==> src/rtl/mult_div_unit_pkg.sv <==
// Shared encodings for the iterative multiply/divide engine.
// The op codes are also used by the control unit.
package mult_div_unit_pkg;

  localparam int          MD_WIDTH   = 32;
  localparam logic [31:0] MD_DIV0_LO = 32'hFFFF_FFFF;
  localparam logic [4:0]  MD_LAST    = 5'd31;

  typedef enum logic [1:0] {
    MD_MULT  = 2'b00,
    MD_MULTU = 2'b01,
    MD_DIV   = 2'b10,
    MD_DIVU  = 2'b11
  } md_op_e;

  typedef enum logic [1:0] {
    S_IDLE = 2'd0,
    S_CALC = 2'd1,
    S_FIX  = 2'd2,
    S_DONE = 2'd3
  } md_state_e;

  function automatic logic md_is_div(md_op_e op);
    return op[1];
  endfunction

  function automatic logic md_is_signed(md_op_e op);
    return ~op[0];
  endfunction

endpackage

==> src/rtl/mult_div_unit_if.sv <==
// Request/result bundle between the pipeline
// and the multiply/divide engine.
interface mult_div_unit_if;
  logic        start;
  logic [1:0]  op;
  logic [31:0] operand_a;
  logic [31:0] operand_b;
  logic        cancel;
  logic        busy;
  logic        write_HI_LO;
  logic [31:0] HI_out;
  logic [31:0] LO_out;
  logic        div_by_zero;

  modport master (
    output start, op, operand_a, operand_b, cancel,
    input  busy, write_HI_LO, HI_out, LO_out, div_by_zero
  );

  modport slave (
    input  start, op, operand_a, operand_b, cancel,
    output busy, write_HI_LO, HI_out, LO_out, div_by_zero
  );
endinterface

==> src/rtl/md_sign_mag.sv <==
// Conditional two's-complement negate; used both
// for operand magnitudes and result sign fix-up.
module md_sign_mag #(
  parameter int W = 32
) (
  input  logic [W-1:0] val_i,
  input  logic         neg_i,
  output logic [W-1:0] res_o
);

  assign res_o = neg_i ? -val_i : val_i;

endmodule

==> src/rtl/mult_div_unit.sv <==
// Radix-2 iterative MULT/MULTU/DIV/DIVU engine
// driving the HI/LO register-file write port.
module mult_div_unit
  import mult_div_unit_pkg::*;
#(
  parameter int          DATA_WIDTH = MD_WIDTH,
  parameter logic [31:0] DIV0_LO    = MD_DIV0_LO
) (
  input logic            clock,
  input logic            reset,
  mult_div_unit_if.slave md
);

  localparam int W = DATA_WIDTH;

  md_state_e state_q, state_d;

  logic [4:0]     cnt_q, cnt_d;
  logic [2*W-1:0] acc_q, acc_d;
  logic [W-1:0]   opnd_q, opnd_d;
  logic [W-1:0]   hi_q, hi_d;
  logic [W-1:0]   lo_q, lo_d;
  logic           div_q, div_d;
  logic           sa_q, sa_d;
  logic           sb_q, sb_d;
  logic           dz_q, dz_d;

  md_op_e       op_in;
  logic         div_in;
  logic         sgn_in;
  logic         div0_in;
  logic         accept;
  logic         calc_go;
  logic         fix_go;
  logic [W-1:0] a_mag;
  logic [W-1:0] b_mag;

  assign op_in   = md_op_e'(md.op);
  assign div_in  = md_is_div(op_in);
  assign sgn_in  = md_is_signed(op_in);
  assign div0_in = div_in & (md.operand_b == '0);

  // cancel only drops a request while idle, never in DONE
  assign accept = md.start &
                  (((state_q == S_IDLE) & ~md.cancel) |
                   (state_q == S_DONE));
  assign calc_go = (state_q == S_CALC) & ~md.cancel;
  assign fix_go  = (state_q == S_FIX) & ~md.cancel;

  md_sign_mag #(.W(W)) u_abs_a (
    .val_i (md.operand_a),
    .neg_i (sgn_in & md.operand_a[W-1]),
    .res_o (a_mag)
  );

  md_sign_mag #(.W(W)) u_abs_b (
    .val_i (md.operand_b),
    .neg_i (sgn_in & md.operand_b[W-1]),
    .res_o (b_mag)
  );

  // multiply step: shift-add into the upper half
  logic [W:0]     msum;
  logic [2*W-1:0] mul_nx;

  assign msum   = {1'b0, acc_q[2*W-1:W]} +
                  (acc_q[0] ? {1'b0, opnd_q} : '0);
  assign mul_nx = {msum, acc_q[W-1:1]};

  // divide step: restoring, 33-bit partial remainder
  logic [W:0]     rsh;
  logic [W:0]     diff;
  logic           qbit;
  logic [W-1:0]   rnew;
  logic [2*W-1:0] div_nx;

  assign rsh    = {acc_q[2*W-1:W], acc_q[W-1]};
  assign qbit   = rsh >= {1'b0, opnd_q};
  assign diff   = rsh - {1'b0, opnd_q};
  assign rnew   = qbit ? diff[W-1:0] : rsh[W-1:0];
  assign div_nx = {rnew, acc_q[W-2:0], qbit};

  logic unused;
  assign unused = diff[W];

  logic [2*W-1:0] prod_fix;
  logic [W-1:0]   quot_fix;
  logic [W-1:0]   rem_fix;
  logic [2*W-1:0] res_fix;

  md_sign_mag #(.W(2*W)) u_fix_p (
    .val_i (acc_q),
    .neg_i (sa_q ^ sb_q),
    .res_o (prod_fix)
  );

  md_sign_mag #(.W(W)) u_fix_q (
    .val_i (acc_q[W-1:0]),
    .neg_i (sa_q ^ sb_q),
    .res_o (quot_fix)
  );

  md_sign_mag #(.W(W)) u_fix_r (
    .val_i (acc_q[2*W-1:W]),
    .neg_i (sa_q),
    .res_o (rem_fix)
  );

  assign res_fix = div_q ? {rem_fix, quot_fix} : prod_fix;

  always_ff @(posedge clock or negedge reset) begin
    if (!reset) state_q <= S_IDLE;
    else        state_q <= state_d;
  end

  always_comb begin
    state_d = state_q;
    unique case (state_q)
      S_IDLE, S_DONE: begin
        if (accept) state_d = div0_in ? S_FIX : S_CALC;
        else        state_d = S_IDLE;
      end
      S_CALC: begin
        if (md.cancel)         state_d = S_IDLE;
        else if (cnt_q == '0)  state_d = S_FIX;
      end
      S_FIX: begin
        if (md.cancel)         state_d = S_IDLE;
        else if (cnt_q == '0)  state_d = S_DONE;
      end
      default: state_d = S_IDLE;
    endcase
  end

  always_comb begin
    md.busy        = 1'b0;
    md.write_HI_LO = 1'b0;
    md.div_by_zero = 1'b0;
    unique case (state_q)
      S_CALC, S_FIX: md.busy = 1'b1;
      S_DONE: begin
        md.write_HI_LO = 1'b1;
        md.div_by_zero = dz_q;
      end
      default: ;
    endcase
  end

  assign md.HI_out = hi_q;
  assign md.LO_out = lo_q;

  always_comb begin
    acc_d  = acc_q;
    opnd_d = opnd_q;
    cnt_d  = cnt_q;
    div_d  = div_q;
    sa_d   = sa_q;
    sb_d   = sb_q;
    dz_d   = dz_q;
    hi_d   = hi_q;
    lo_d   = lo_q;
    unique case (1'b1)
      accept: begin
        div_d = div_in;
        sa_d  = sgn_in & md.operand_a[W-1];
        sb_d  = sgn_in & md.operand_b[W-1];
        dz_d  = div0_in;
        if (div0_in) begin
          acc_d = {md.operand_a, DIV0_LO};
          cnt_d = '0;
        end else begin
          acc_d  = {{W{1'b0}}, div_in ? a_mag : b_mag};
          opnd_d = div_in ? b_mag : a_mag;
          cnt_d  = MD_LAST;
        end
      end
      calc_go: begin
        acc_d = div_q ? div_nx : mul_nx;
        cnt_d = (cnt_q == '0) ? 5'd1 : cnt_q - 5'd1;
      end
      // two FIX cycles: sign fix-up, then commit
      fix_go: begin
        if (cnt_q != '0) begin
          acc_d = res_fix;
          cnt_d = '0;
        end else begin
          hi_d = acc_q[2*W-1:W];
          lo_d = acc_q[W-1:0];
        end
      end
      default: ;
    endcase
  end

  always_ff @(posedge clock or negedge reset) begin
    if (!reset) begin
      acc_q  <= '0;
      opnd_q <= '0;
      cnt_q  <= '0;
      div_q  <= 1'b0;
      sa_q   <= 1'b0;
      sb_q   <= 1'b0;
      dz_q   <= 1'b0;
      hi_q   <= '0;
      lo_q   <= '0;
    end else begin
      acc_q  <= acc_d;
      opnd_q <= opnd_d;
      cnt_q  <= cnt_d;
      div_q  <= div_d;
      sa_q   <= sa_d;
      sb_q   <= sb_d;
      dz_q   <= dz_d;
      hi_q   <= hi_d;
      lo_q   <= lo_d;
    end
  end

endmodule

==> src/flat_wrapper.sv <==
// flat-port wrapper written by rule: the top's interface ports become plain ports
module mult_div_unit_flat import mult_div_unit_pkg::*;
#(
  parameter int          DATA_WIDTH = MD_WIDTH,
  parameter logic [31:0] DIV0_LO    = MD_DIV0_LO
)
  (clock, reset, md_start, md_op, md_operand_a, md_operand_b, md_cancel, md_busy, md_write_HI_LO, md_HI_out, md_LO_out, md_div_by_zero);
  mult_div_unit_if md_i ();
  input logic clock;
  input logic reset;
  input wire logic [$bits(md_i.start)-1:0] md_start;
  input wire logic [$bits(md_i.op)-1:0] md_op;
  input wire logic [$bits(md_i.operand_a)-1:0] md_operand_a;
  input wire logic [$bits(md_i.operand_b)-1:0] md_operand_b;
  input wire logic [$bits(md_i.cancel)-1:0] md_cancel;
  output wire logic [$bits(md_i.busy)-1:0] md_busy;
  output wire logic [$bits(md_i.write_HI_LO)-1:0] md_write_HI_LO;
  output wire logic [$bits(md_i.HI_out)-1:0] md_HI_out;
  output wire logic [$bits(md_i.LO_out)-1:0] md_LO_out;
  output wire logic [$bits(md_i.div_by_zero)-1:0] md_div_by_zero;
  assign md_i.start = md_start;
  assign md_i.op = md_op;
  assign md_i.operand_a = md_operand_a;
  assign md_i.operand_b = md_operand_b;
  assign md_i.cancel = md_cancel;
  assign md_busy = md_i.busy;
  assign md_write_HI_LO = md_i.write_HI_LO;
  assign md_HI_out = md_i.HI_out;
  assign md_LO_out = md_i.LO_out;
  assign md_div_by_zero = md_i.div_by_zero;
  mult_div_unit #(.DATA_WIDTH(DATA_WIDTH), .DIV0_LO(DIV0_LO)) u_core (.clock(clock), .reset(reset), .md(md_i));
endmodule
==> config.mk <==
export PLATFORM = sky130hd
export DESIGN_NAME = mult_div_unit_flat
export DESIGN_NICKNAME = d
export VERILOG_FILES = /design/src/rtl/mult_div_unit_pkg.sv /design/src/rtl/mult_div_unit_if.sv /design/src/rtl/md_sign_mag.sv /design/src/rtl/mult_div_unit.sv /design/src/flat_wrapper.sv
export SDC_FILE = /design/constraint.sdc
export NUM_CORES = 1
export LEC_CHECK = 0
export ABC_CLOCK_PERIOD_IN_PS = 3600
export CAP_MARGIN = 20
export CORE_AREA = 2 2 164 182
export CTS_CLUSTER_SIZE = 40
export DETAILED_ROUTE_END_ITERATION = 8
export DIE_AREA = 0 0 166 184
export GPL_TIMING_DRIVEN = 1
export PLACE_DENSITY = 0.76
export REMOVE_ABC_BUFFERS = 1
export SYNTH_ARGS = -nofsm -noshare
export SYNTH_HDL_FRONTEND = slang
export SYNTH_SLANG_ARGS = --single-unit
==> constraint.sdc <==
create_clock -name clock -period 3.6 [get_ports clock]
set_clock_uncertainty 0.2 [all_clocks]
set_input_delay 0.72 -clock clock [delete_from_list [all_inputs] [get_ports clock]]
set_output_delay 0.72 -clock clock [all_outputs]
set_load 0.01 [all_outputs]
==> implementation parameters <==
Parameter                              Value

Timing
  Max Slew Vio Count    0
  Worst Max-Slew Pin Slew    approximately 1 ns
  Minimum period implied by the final worst setup slack    around 3.6 ns
  Setup violators final    1
  Max Clock Freq    275.8 MHz
  Worst setup margin    -0.02580 ns
  Final worst-path cycle share    100.7%
  Worst slew slack as a fraction of its limit    around a third
  Count of endpoints failing hold in the final timing report    0

Pwr
  Post-route total power    17.24 mW
  Seq pwr share    18.0%
  IR Drop Worst-Case VDD    approximately 0.00053 V
  Cell leakage power    between 9 and 10 nW
  Combinational Power Share    a little under three quarters
  Net Sw Power    8.597 mW
  Portion of total power attributed to the clock network    between 10% and 20%
  Int Pwr    between 8 and 9 mW
  Fraction of power spent switching nets    49.87%
  P per Cell Area    887.1 nW/um^2

Layout
  Area of all sequential standard cells    about 4300 sq um
  Count of non-filler cells in the finished layout    2,716
  Fraction of final layout cells with drive strength greater than 1    between 15 and 20%
  Area growth, synth to finish    26.79%
  Final-layout fill cell count    around 2,400
  Number of nets in the finished design    between 2,000 and 2,500
  Number of diodes    0
  Multi-input gate area in the final layout    roughly 10,000 sq um

GRT
  Wire length of the first global-routing pass    86,250 microns
  Overall fraction of global-route tracks in use    a little over a third
  Pin count of the biggest net entering global routing    85
  Overflow left after global routing    0
  Initial antenna violation count    1
  Vias in the first global route    about 16,000

Placed design
  Pre-CTS setup slack    -0.2794 ns
  # placed instances    2,679
  Final estimated routing congestion in global placement    between 0.9 and 1
  Total of buffers placed on input and output ports    about 140
  HPWL after DPL    approximately 42,000 microns

Floorplan
  Core region area    between 20,000 and 30,000 sq um
  Die X    between 150 and 200 microns
  Number of top-level design ports    approximately 140
  Count of standard-cell rows    between 60 and 70
  Total Die Area    30,540 sq um
  Die H    184 microns
  Starting Density    53.69%

Worst setup path
  Number of buffers and inverters on the critical path    2
  Critical Path End Type    flop
  Endpoint arrival time on the critical path    approximately 3.7 ns
  Crit path required time    about 3.7 ns
  Slowest CP cell    sky130_fd_sc_hd__o21ai_0
  Cell count of the worst reg-to-reg path    12
  Sort of element at the start of the critical path    flop
  Cell chain of the critical path    inv_1, ha_1, a21o_1, a31oi_2, o221a_2, o21ai_0, a21oi_2, o21a_1, buf_12, mux2_2, o21ai_0, o221ai_1
  WS Path Type    reg -> reg
  Most repeated library cell on the critical path    sky130_fd_sc_hd__o21ai_0
  Max FO, Critical Path    7
  Kind of cell with the highest combined delay on the critical path    compound AO/OA/AOI/OAI gates
  CP max stage delay    about 0.42 ns
  Logic depth of the worst path, buffers included    12

Synthesis
  Number of storage elements in the synthesis netlist    between 150 and 200
  Top flip-flop cell by instance count after synthesis    sky130_fd_sc_hd__dfrtp_1
  Number of flops mapped to enable cells by yosys    0
  Synthesized cell area    around 15,000 sq um
  Async SR Flop Fraction    between 90% and 100%
  Yosys Warn Count    0
  Syn_area_per_cell    between 7 and 8 sq um
  Sequential-to-total area share from yosys stat    approximately 28%
  Number of distinct library cells after synthesis    between 70 and 80
  Area share of and/or/nand/nor cells after synthesis    23.43%
  Post-synthesis instance total    roughly 2,100
  Synth Area in Adders    under 10%
  Share of cell area taken by muxes after synthesis    between 4 and 5%
  Synth Area in XOR/XNOR    roughly 7%
  Dominant combinational cell family by area after synthesis    compound AO/OA/AOI/OAI gates
  Post-synthesis compound-gate area fraction    25.66%

Outcome
  Failing checks    setup timing
  Outcome    complete, but fails checks

CTS
  Worst-case clock buffer depth    2
  Clock Latency Late Sink    between 0.4 and 0.5 ns
  Cell at the root of the clock tree    sky130_fd_sc_hd__clkbuf_16
  CTS Sinks    between 150 and 200
  Clock transition at the register clock pins on the worst setup and hold paths after CTS    0.08 ns
  Cts bufs inserted    17
  H-tree levels    4
  TritonCTS clock tree    yes

Routing
  Vias after detailed routing    about 17,000
  Final WL    55,300 microns
  Antenna-violating nets left    0
  Via density    around 6.3
  Drt wl/cell    a little over 20 microns
  Number of optimization iterations in the first detailed-route pass    8
  Post-route DRC violation count    0
  DRC violation total after the first TritonRoute iteration    around 1,800

Hold path
  Worst hold-check path type    in -> async

Flow run
  Max Cap Violations    0
layer usage:
layer / vias to the layer above / GRT usage [%] / routed length [microns]
met5: - / 0 / 13
met4: 2 / 21.15 / 3546
met3: 234 / 6.243 / 4882
met2: 1020 / 57.08 / 25010
met1: 8035 / 44.65 / 21850
li1: 7930 / - / -
worst paths after layout:
kind | start | endpoint | slack (ns)
setup reg to reg | u_core.opnd_q[18] | u_core.acc_q[47] | -0.03
hold reg to reg | u_core.md.HI_out[7] | u_core.md.HI_out[7] | 0.27
max in group asynchronous | reset | u_core.md.HI_out[20] | 2.18
setup / recovery | u_core.opnd_q[18] | u_core.acc_q[47] | -0.03
min in group clock | u_core.md.HI_out[7] | u_core.md.HI_out[7] | 0.27
hold / removal | reset | u_core.acc_q[5] | 0.15
power by group through the flow:
stage / clock network [mW] / logic (mW) / registers, mW
CTS: 1.91 / 11.7 / 3.08
floorplan: 0 / 6.97 / 3.32
global placement: 0 / 11.3 / 3.09
finish: 1.89 / 12.2 / 3.11
detailed placement: 0 / 11.6 / 3.11
global route: 1.98 / 13.2 / 3.17
state kept, by name (all words and copies together) (netlist names):
register          cells
u_core.md.LO_out     32
u_core.div_q          1
u_core.opnd_q        32
u_core.md.HI_out     32
u_core.state_q        2
u_core.sb_q           1
u_core.cnt_q          5
u_core.acc_q         64
u_core.sa_q           1
u_core.dz_q           1
cells in the mapped netlist, drive strengths merged, types with 12 or more instances:
cell type / count / area share (%)
o211ai: 12 / 0.59
dfrtp: 171 / 28
a31oi: 15 / 0.61
inv: 69 / 1.7
xnor2: 72 / 4.1
nor4: 28 / 1.1
o221ai: 18 / 1.1
nand3: 25 / 0.82
nand4: 12 / 0.49
a211oi: 30 / 1.5
a21o: 48 / 2.4
nor3: 71 / 2.4
buf: 19 / 0.60
o22ai: 12 / 0.49
a21oi: 180 / 5.9
nor2b: 16 / 0.65
or3: 18 / 0.77
o31ai: 23 / 1.1
nand2: 325 / 8.0
ha: 73 / 6.0
and3: 13 / 0.53
clkbuf: 119 / 2.9
nor2: 202 / 4.9
or4: 22 / 1.1
xor2: 51 / 2.9
a22oi: 12 / 0.62
o21ai: 180 / 5.9
mux2: 17 / 1.2
mux2i: 50 / 3.3
nand2b: 14 / 0.57
area by class of cell:
| cell class | count | share of cell area (%) |
|---|---|---|
| clock buffer | 19 | 2.331 |
| clock inverter | 13 | 0.6696 |
| inverter | 70 | 1.352 |
| multi-input combinational | 1678 | 53.66 |
| sequential | 171 | 22.04 |
| tap | 368 | 2.369 |
| timing repair buffer | 397 | 17.58 |
worst reg2reg max path, stage by stage (launching register included):
cell and delay (ns):
sky130_fd_sc_hd__dfrtp_1 0.40, sky130_fd_sc_hd__inv_1 0.14, sky130_fd_sc_hd__ha_1 0.31, sky130_fd_sc_hd__a21o_1 0.21, sky130_fd_sc_hd__a31oi_2 0.22, sky130_fd_sc_hd__o221a_2 0.23
sky130_fd_sc_hd__o21ai_0 0.14, sky130_fd_sc_hd__a21oi_2 0.27, sky130_fd_sc_hd__o21a_1 0.23, sky130_fd_sc_hd__buf_12 0.15, sky130_fd_sc_hd__mux2_2 0.32, sky130_fd_sc_hd__o21ai_0 0.42
sky130_fd_sc_hd__o221ai_1 0.23
stage by stage:
step                util (%)  hold WS [ns]  area, sq um   TNS, ns
CTS                    67.52        0.1768        19270         0
floorplan                  -        0.2244        14790   -229.45
detailed placement     65.35        0.2609        18660    -12.12
global placement       65.35        0.2567        18660    -3.855
finish                 68.08        0.1521        19430  -0.02580
global route           68.08        0.2069        19430   -0.6705
logic make-up after synthesis:
family / Yosys count
compound gates: 626
fa+ha+maj: 75
mux: 67
xor+xnor: 123
simple gates: 787
flops: 171
buf+inv: 208
timing repair:
action                     in CTS  in global routing
hold endpoints to repair        0                  0
hold buffers                    0                  0
resized for setup              12                 32
setup buffers                   1                  4
pin swaps                       1                  9
setup endpoints to repair      10                 38
layout by cell type, fill, tap and decap left out, types with 20 or more instances in the layout:
master	Yosys	routed
sky130_fd_sc_hd__nand3_1	25	24
sky130_fd_sc_hd__nand2_1	324	322
sky130_fd_sc_hd__clkdlybuf4s50_1	0	134
sky130_fd_sc_hd__dfrtp_1	171	170
sky130_fd_sc_hd__a21o_1	48	48
sky130_fd_sc_hd__nor2_1	202	199
sky130_fd_sc_hd__o31ai_1	23	21
sky130_fd_sc_hd__mux2i_1	50	50
sky130_fd_sc_hd__or4_1	20	20
sky130_fd_sc_hd__nor4_1	28	25
sky130_fd_sc_hd__buf_4	0	253
sky130_fd_sc_hd__inv_1	69	67
sky130_fd_sc_hd__a21oi_1	180	177
sky130_fd_sc_hd__o21ai_0	177	169
sky130_fd_sc_hd__a211oi_1	30	28
sky130_fd_sc_hd__xnor2_1	72	72
sky130_fd_sc_hd__nor3_1	70	67
sky130_fd_sc_hd__xor2_1	51	50
sky130_fd_sc_hd__ha_1	73	72
Note: power is estimated with default switching activity, not from simulation.
